[config.mk]
export PLATFORM = sky130hd
export DESIGN_NAME = apb_slave_regfile_flat
export DESIGN_NICKNAME = d
export VERILOG_FILES = /design/src/rtl/apb_slave_regfile_if.sv /design/src/rtl/apb_slave_regfile.sv /design/src/flat_wrapper.sv
export SDC_FILE = /design/constraint.sdc
export NUM_CORES = 1
export LEC_CHECK = 0
export ABC_AREA = 1
export BUFFER_PORTS_ARGS = -buffer_cell sky130_fd_sc_hd__buf_2
export CAP_MARGIN = 20
export CORE_MARGIN = 2
export CORE_UTILIZATION = 55
export DETAILED_ROUTE_END_ITERATION = 8
export PLACE_DENSITY = 0.8
export SETUP_SLACK_MARGIN = 0.1
export SLEW_MARGIN = 20
export SYNTH_ARGS = -nofsm -noshare
export SYNTH_HDL_FRONTEND = slang
export SYNTH_SLANG_ARGS = --single-unit
[constraint.sdc]
create_clock -name pclk -period 3.7 [get_ports pclk]
set_input_delay 1.11 -clock pclk [delete_from_list [all_inputs] [get_ports pclk]]
set_output_delay 1.11 -clock pclk [all_outputs]
set_load 0.005 [all_outputs]
[src/rtl/apb_slave_regfile_if.sv]
// APB bus bundle between the requester and the byte-wide register file.
interface apb_slave_regfile_if;
   logic       psel;
   logic       penable;
   logic       pwrite;
   logic [7:0] paddr;
   logic [7:0] pwdata;
   logic [7:0] prdata;
   logic       pready;
   logic       pslverr;

   modport master (
      output psel, penable, pwrite, paddr, pwdata,
      input  prdata, pready, pslverr
   );

   modport slave (
      input  psel, penable, pwrite, paddr, pwdata,
      output prdata, pready, pslverr
   );
endinterface

[src/rtl/apb_slave_regfile.sv]
// APB completer with a byte-wide register file, fixed wait-state insertion,
// a read-only ID register at 8'hFF and error response for unmapped addresses.
//
// state  | meaning
// S_IDLE | no transfer in flight, pready high, waiting for a setup phase
// S_WAIT | access phase stalled, pready low, cnt counting down wait cycles
// S_DONE | completion cycle, pready high, write commits at the ending edge
module apb_slave_regfile #(
   parameter int         DEPTH       = 16,
   parameter int         WAIT_CYCLES = 1,
   parameter logic [7:0] ID_VALUE    = 8'hA5
) (
   input  logic               pclk,
   input  logic               prstn,
   apb_slave_regfile_if.slave apb
);

   typedef enum logic [1:0] {S_IDLE, S_WAIT, S_DONE} state_t;

   localparam int         AW        = (DEPTH > 1) ? $clog2(DEPTH) : 1;
   localparam logic [2:0] WAIT_INIT = 3'(WAIT_CYCLES);
   localparam logic [8:0] DEPTH_LIM = 9'(DEPTH);

   state_t        state;
   logic [2:0]    cnt;
   logic          pready_q;
   logic [7:0]    mem [DEPTH];
   logic [7:0]    prdata_c;
   logic [AW-1:0] idx;
   logic          in_range;
   logic          is_id;
   logic          setup;
   logic          wr_commit;

   // Address decode; idx is only meaningful while in_range is set.
   assign idx       = apb.paddr[AW-1:0];
   assign in_range  = {1'b0, apb.paddr} < DEPTH_LIM;
   assign is_id     = apb.paddr == 8'hFF;
   assign setup     = apb.psel & ~apb.penable;
   assign wr_commit = apb.psel & apb.penable & pready_q & apb.pwrite & in_range;

   // Transfer sequencing with registered pready.
   always_ff @(posedge pclk or negedge prstn) begin
      if (!prstn) begin
         state    <= S_IDLE;
         cnt      <= '0;
         pready_q <= 1'b1;
      end else begin
         case (state)
            S_IDLE, S_DONE: begin
               if (setup) begin
                  cnt <= WAIT_INIT;
                  if (WAIT_INIT != 3'd0) begin
                     state    <= S_WAIT;
                     pready_q <= 1'b0;
                  end else begin
                     state    <= S_DONE;
                     pready_q <= 1'b1;
                  end
               end else begin
                  state    <= S_IDLE;
                  pready_q <= 1'b1;
               end
            end
            S_WAIT: begin
               if (!apb.psel) begin
                  // Requester abandoned the transfer; nothing gets written.
                  state    <= S_IDLE;
                  cnt      <= '0;
                  pready_q <= 1'b1;
               end else begin
                  cnt <= cnt - 3'd1;
                  if (cnt == 3'd1) begin
                     state    <= S_DONE;
                     pready_q <= 1'b1;
                  end
               end
            end
            default: begin
               state    <= S_IDLE;
               cnt      <= '0;
               pready_q <= 1'b1;
            end
         endcase
      end
   end

   // Register file storage; only mapped addresses are written.
   always_ff @(posedge pclk or negedge prstn) begin
      if (!prstn) begin
         for (int i = 0; i < DEPTH; i++) begin
            mem[i] <= '0;
         end
      end else if (wr_commit) begin
         mem[idx] <= apb.pwdata;
      end
   end

   // Read data mux; zero outside a read access so the bus stays quiet.
   always_comb begin
      prdata_c = 8'h00;
      if (apb.psel && apb.penable && !apb.pwrite) begin
         if (in_range) begin
            prdata_c = mem[idx];
         end else if (is_id) begin
            prdata_c = ID_VALUE;
         end
      end
   end

   assign apb.prdata  = prdata_c;
   assign apb.pready  = pready_q;
   assign apb.pslverr = apb.psel & apb.penable & pready_q & ~in_range & ~is_id;

endmodule

[src/flat_wrapper.sv]
// flat-port wrapper written by rule: the top's interface ports become plain ports
module apb_slave_regfile_flat 
#(
   parameter int         DEPTH       = 16,
   parameter int         WAIT_CYCLES = 1,
   parameter logic [7:0] ID_VALUE    = 8'hA5
)
  (pclk, prstn, apb_psel, apb_penable, apb_pwrite, apb_paddr, apb_pwdata, apb_prdata, apb_pready, apb_pslverr);
  apb_slave_regfile_if apb_i ();
  input  logic pclk;
  input  logic prstn;
  input wire logic [$bits(apb_i.psel)-1:0] apb_psel;
  input wire logic [$bits(apb_i.penable)-1:0] apb_penable;
  input wire logic [$bits(apb_i.pwrite)-1:0] apb_pwrite;
  input wire logic [$bits(apb_i.paddr)-1:0] apb_paddr;
  input wire logic [$bits(apb_i.pwdata)-1:0] apb_pwdata;
  output wire logic [$bits(apb_i.prdata)-1:0] apb_prdata;
  output wire logic [$bits(apb_i.pready)-1:0] apb_pready;
  output wire logic [$bits(apb_i.pslverr)-1:0] apb_pslverr;
  assign apb_i.psel = apb_psel;
  assign apb_i.penable = apb_penable;
  assign apb_i.pwrite = apb_pwrite;
  assign apb_i.paddr = apb_paddr;
  assign apb_i.pwdata = apb_pwdata;
  assign apb_prdata = apb_i.prdata;
  assign apb_pready = apb_i.pready;
  assign apb_pslverr = apb_i.pslverr;
  apb_slave_regfile #(.DEPTH(DEPTH), .WAIT_CYCLES(WAIT_CYCLES), .ID_VALUE(ID_VALUE)) u_core (.pclk(pclk), .prstn(prstn), .apb(apb_i));
endmodule
# [After elaboration in Yosys (flattened, before gate mapping)]
# Cells that the tools add are included.
[totals] register_bits=134 input_bits=21 out_inout_bits=10 elab_cells=66
[classes] add_sub_neg=1 order_cmp=3 n_eq_ne=6 n_mux=20 n_bitwise=11 reduce_logical=6
[op_table] cell="$bwmux 128" count=1
[op_table] cell="$mux 8" count=6
[op_table] cell="$bmux 8 s4" count=1
[op_table] cell="$demux 8 s4" count=1
[op_table] cell="$eq 8x8->1 const B" count=1
[op_table] cell="$lt 8x5->1 const B" count=1
[op_table] cell="$and 1x1->1" count=7
[op_table] cell="$mux 3" count=2
[op_table] cell="$pmux 3 s2" count=1
[op_table] cell="$ge 5x5->1 const B" count=1
[op_table] cell="$lt 5x1->1 const B" count=1
[op_table] cell="$not 4->5" count=1
[op_table] cell="$mux 1" count=4
[op_table] cell="$mux 2" count=2
[op_table] cell="$pmux 2 s2" count=1
[op_table] cell="$eq 3x1->1 const B" count=1
[op_table] cell="$logic_and 1x1->1" count=3
[op_table] cell="$ne 3x2->1 const B" count=1
[op_table] cell="$not 1->1" count=3
[op_table] cell="$sub 3x1->3 const B" count=1
[op_table] cell="$eq 2x1->1 const B" count=1
[op_table] cell="$eq 2x2->1 const B" count=1
[op_table] cell="$logic_not 2->1" count=1
[op_table] cell="$ne 2x1->1 const B" count=1
[op_table] cell="other kinds (3)" count=3

# [Longest topological paths before layout]
[depth] ltp_word=6 mapped_depth=11 depth_no_buf=9

# [Least setup slack after synthesis]
# Ideal clock, no wire load.
[synth_path] path_kind="input to output" startpoint="input port apb_paddr[1]" endpoint="output port apb_prdata[6]" arrival_ns=2.221 t_required_ns=2.590 slack_ns=0.369 stages=11 path_buffers=3 path_cell_list="buf_4 -> clkinv_1 -> nor2_1 -> buf_4 -> buf_4 -> nand2_1 -> nand4_1 -> nand2_1 -> nand2_1 -> nor2_1 -> nor2_1"
[synth_via] elab_chain_len=6 word_cells_on_any_way=7 cone_classes="order compare (1); mux (5); bitwise (1)"
[synth_rtl] item="from (decl)" line="flat_wrapper.sv:15" rtl="input wire logic [$bits(apb_i.paddr)-1:0] apb_paddr;"
[synth_rtl] item="$not 4->5 (not written as such)" line="apb_slave_regfile.sv:104" rtl="prdata_c = mem[idx];"
[synth_rtl] item="$bmux 8 s4" line="apb_slave_regfile.sv:104"
[synth_rtl] item="$mux 8 (not written as such) (2 in a row)" line="apb_slave_regfile.sv:104"
[synth_rtl] item="$mux 8 (*)" line="apb_slave_regfile.sv:103" rtl="if (in_range) begin"
[synth_rtl] item="$mux 8 (*)" line="apb_slave_regfile.sv:102" rtl="if (apb.psel && apb.penable && !apb.pwrite) begin"
[synth_rtl] item="to (decl)" line="flat_wrapper.sv:17" rtl="output wire logic [$bits(apb_i.prdata)-1:0] apb_prdata;"
# Mark *: on every way between the ends. The rest lies on a longest branch, timed or not. The select of a mux whose other input is x is not followed.

# [Final worst setup path]
[layout_path] startpoint="input port apb_paddr[0]" endpoint="output port apb_prdata[4]"
# The elaborated chain is that of the path after synthesis.

==> results.sh <==
export IMPL_path_max_fanout=13
export IMPL_slowest_delay_ps=180
export IMPL_ys_warn_count=0
export IMPL_setup_slack_ps=198
export IMPL_cap_violations=0
export IMPL_ant_nets=0
export IMPL_crit_chain="clkbuf_4, nand2_1, inv_1, buf_12, nand2_1, nand4_1, nand2_1, nand2_1, nor2_1, nor2_1, buf_2"
export IMPL_die_x_um=112
export IMPL_required_ps=2590
export IMPL_ys_ff_latch=134
export IMPL_final_core_util_pct=64.5
export IMPL_synthMuxAreaShare_pct=0
export IMPL_gr_total_overflow=0
export IMPL_dieHeight_um=112
export IMPL_ir_worst_vdd_uv=411
export IMPL_status="finished clean"
export IMPL_hp_class="flop to flop"
export IMPL_synth_fa_ha_area_share_pct=0.388
export IMPL_numCtsBuffers=17
export IMPL_synth_cell_type_count=27
export IMPL_row_count=39
export IMPL_dr_total_vias=5532
export IMPL_cp_common_cell="nand2_1"
export IMPL_grt_pass1_wl_um=27200
export IMPL_min_period_ps=3500
export IMPL_layout_common_cells="nand2_1, dfrtp_1, o21ai_0"
export IMPL_rsz0062_at_grt="no"
export IMPL_timing_hold_ws_ps=483
export IMPL_tns_ps=0
export IMPL_synth_top_family_by_area="simple AND/OR/NAND/NOR gates"
export IMPL_syn_area_per_cell_um2=8.00
export IMPL_wl_per_cell_um=16.4
export IMPL_stdcell_area_um2=7360
export IMPL_clk_root_buffer_cell="clkbuf_16"
export IMPL_drt_iter0_drc=615
export IMPL_clk_latency_ps=430
export IMPL_final_max_slew_viol_count=0
export IMPL_port_buffer_count=30
export IMPL_synth_compound_area_share_pct=11.0
export IMPL_cts_path_max_buffers=2
export IMPL_io_pin_count=31
export IMPL_cp_end_kind="primary output"
export IMPL_clkSinkCount=134
export IMPL_crit_buf_inv=4
export IMPL_dp_hpwl_um=10400
export IMPL_finalNetCount=855
export IMPL_synthCells=807
export IMPL_async_flop_share_pct=100
export IMPL_synthXorXnorAreaFrac_pct=0
export IMPL_area_delta_synth_final_pct=14.1
export IMPL_period_share_pct=94.6
export IMPL_avgViaCountPerCell=5.60
export IMPL_cts_max_level=4
export IMPL_powerDensity_nw_per_um2=492
export IMPL_syn_nets=830
export IMPL_grt_start_max_net_pins=77
export IMPL_holdBufCountCts=0
export IMPL_firstDrtPassIters=5
export IMPL_grt_pass1_vias=5237
export IMPL_p_leak_uw=0.00370
export IMPL_slowest_stage="clkbuf_4"
export IMPL_synth_edff_count=0
export IMPL_ys_flop_type="dfrtp_1"
export IMPL_antenna_found_initial=0
export IMPL_slew_headroom_pct=52.1
export IMPL_dpl_cell_area_um2=6690
export IMPL_timing_fmax_mhz=286
export IMPL_drive_gt1_share_pct=12.1
export IMPL_diodes=0
export IMPL_gp_congestion=0.883
export IMPL_dp_slack_ps=221
export IMPL_hold_viol=0
export IMPL_final_common_cell="nand2_1"
export IMPL_tightest_slew_ps=718
export IMPL_gr_usage_all_layers_pct=27.8
export IMPL_skew_ps=3.51
export IMPL_crit_family="buffers and inverters"
export IMPL_netlist_area_leader_share_pct=51.6
export IMPL_critPathKind="input pin to primary output"
export IMPL_start_util_pct=56.5
export IMPL_start_kind="input pin"
export IMPL_yosysSeqAreaShare_pct=52.0
export IMPL_cts_tree="yes"
export IMPL_dieArea_um2=12600
export IMPL_post_cts_buffers=0
export IMPL_drt_total_wl_um=16200
export IMPL_setup_viol=0
export IMPL_drcViolationCount=0
export IMPL_core_um2=11400
export IMPL_yosys_area_share_simple_pct=29.7
export IMPL_synth_top_cell_by_area="dfrtp_1"
export IMPL_arrival_ps=2390
export IMPL_netlist_area_um2=6450
export IMPL_yosys_top_cells_area="dfrtp_1, nand2_1, o21ai_0"
export IMPL_clk_pin_slew_worst_paths_ps=50
[cells in the mapped netlist (2+ instances only)]
library cell  instances
nand4_1              17
o21ai_1              10
nand2_4               4
nand3_4               6
nand2_1             379
nor3_1                5
inv_1                25
dfrtp_1             133
buf_2                 5
buf_4                 5
clkbuf_1             21
nor2_1               17
ha_1                  2
o21ai_0             127
nand3_1              24
buf_6                16
[final timing paths]
check / cells after the start / endpoint / from / slack, ps
max in group asynchronous: 2 / u_core.apb.pready$_DFFE_PN1P_ / prstn / 2220
hold reg to reg: 2 / u_core.mem[15]$_DFFE_PN0P_ / u_core.mem[15]$_DFFE_PN0P_ / 480
setup reg to reg: 4 / u_core.mem[71]$_DFFE_PN0P_ / u_core.apb.pready$_DFFE_PN1P_ / 1190
min in group asynchronous: 1 / u_core.mem[124]$_DFFE_PN0P_ / prstn / 650
setup / recovery: 11 / apb_prdata[4] / apb_paddr[0] / 200
hold / removal: 2 / u_core.mem[15]$_DFFE_PN0P_ / u_core.mem[15]$_DFFE_PN0P_ / 480
[routing by layer]
metal | GRT usage, % | wire, µm
met5 | 0 | 0
met4 | 12.3 | 487
met3 | 6.97 | 1280
met2 | 41.6 | 7570
met1 | 38.7 | 6910
[per-stage QoR]
stage | total power (µW) | cells
5_1_grt | 3740 | 988
6_report | 3620 | 988
3_3_place_gp | 1780 | 956
4_1_cts | 3640 | 988
3_5_place_dp | 1790 | 956
2_1_floorplan | 1680 | 807
[final cells by class]
| cell class | instances | area [µm²] |
|---|---|---|
| Timing Repair Buffer | 55 | 413 |
| Tap cell | 143 | 179 |
| Multi-Input combinational cell | 598 | 2670 |
| Fill cell | 949 | 4060 |
| Inverter | 26 | 97.6 |
| Clock inverter | 15 | 226 |
| Sequential cell | 134 | 3350 |
| Clock buffer | 17 | 425 |
[state kept, by name, indices dropped and copies added (netlist names)]
name / flops
u_core.mem: 128
u_core.apb.pready: 1
u_core.state: 2
u_core.cnt: 3
[tightest hold or removal path, delay by kind of cell (launching register included)]
kind	cells	cell delay [ps]
flops	1	340
compound gates	1	60
simple gates	1	50
[kinds of logic (layout without fill, tap and decap cells)]
group,Yosys count,count (layout)
buf+inv,75,113
compound gates,141,141
flops,134,134
simple gates,455,455
fa+ha+maj,2,2
[timing repair]
action	in CTS	in global routing
gates resized for setup	0	7
endpoints found under the hold margin	0	0
endpoints found under the setup margin	0	6
[power breakdown]
group          switching, µW  total [µW]  internal (µW)  leakage [µW]
Sequential              24.6        1530           1500       0.00186
Clock                    656        1860           1200      0.000310
Combinational            164         236           72.9       0.00153
No activity file was read; power rests on OpenSTA's default activity.
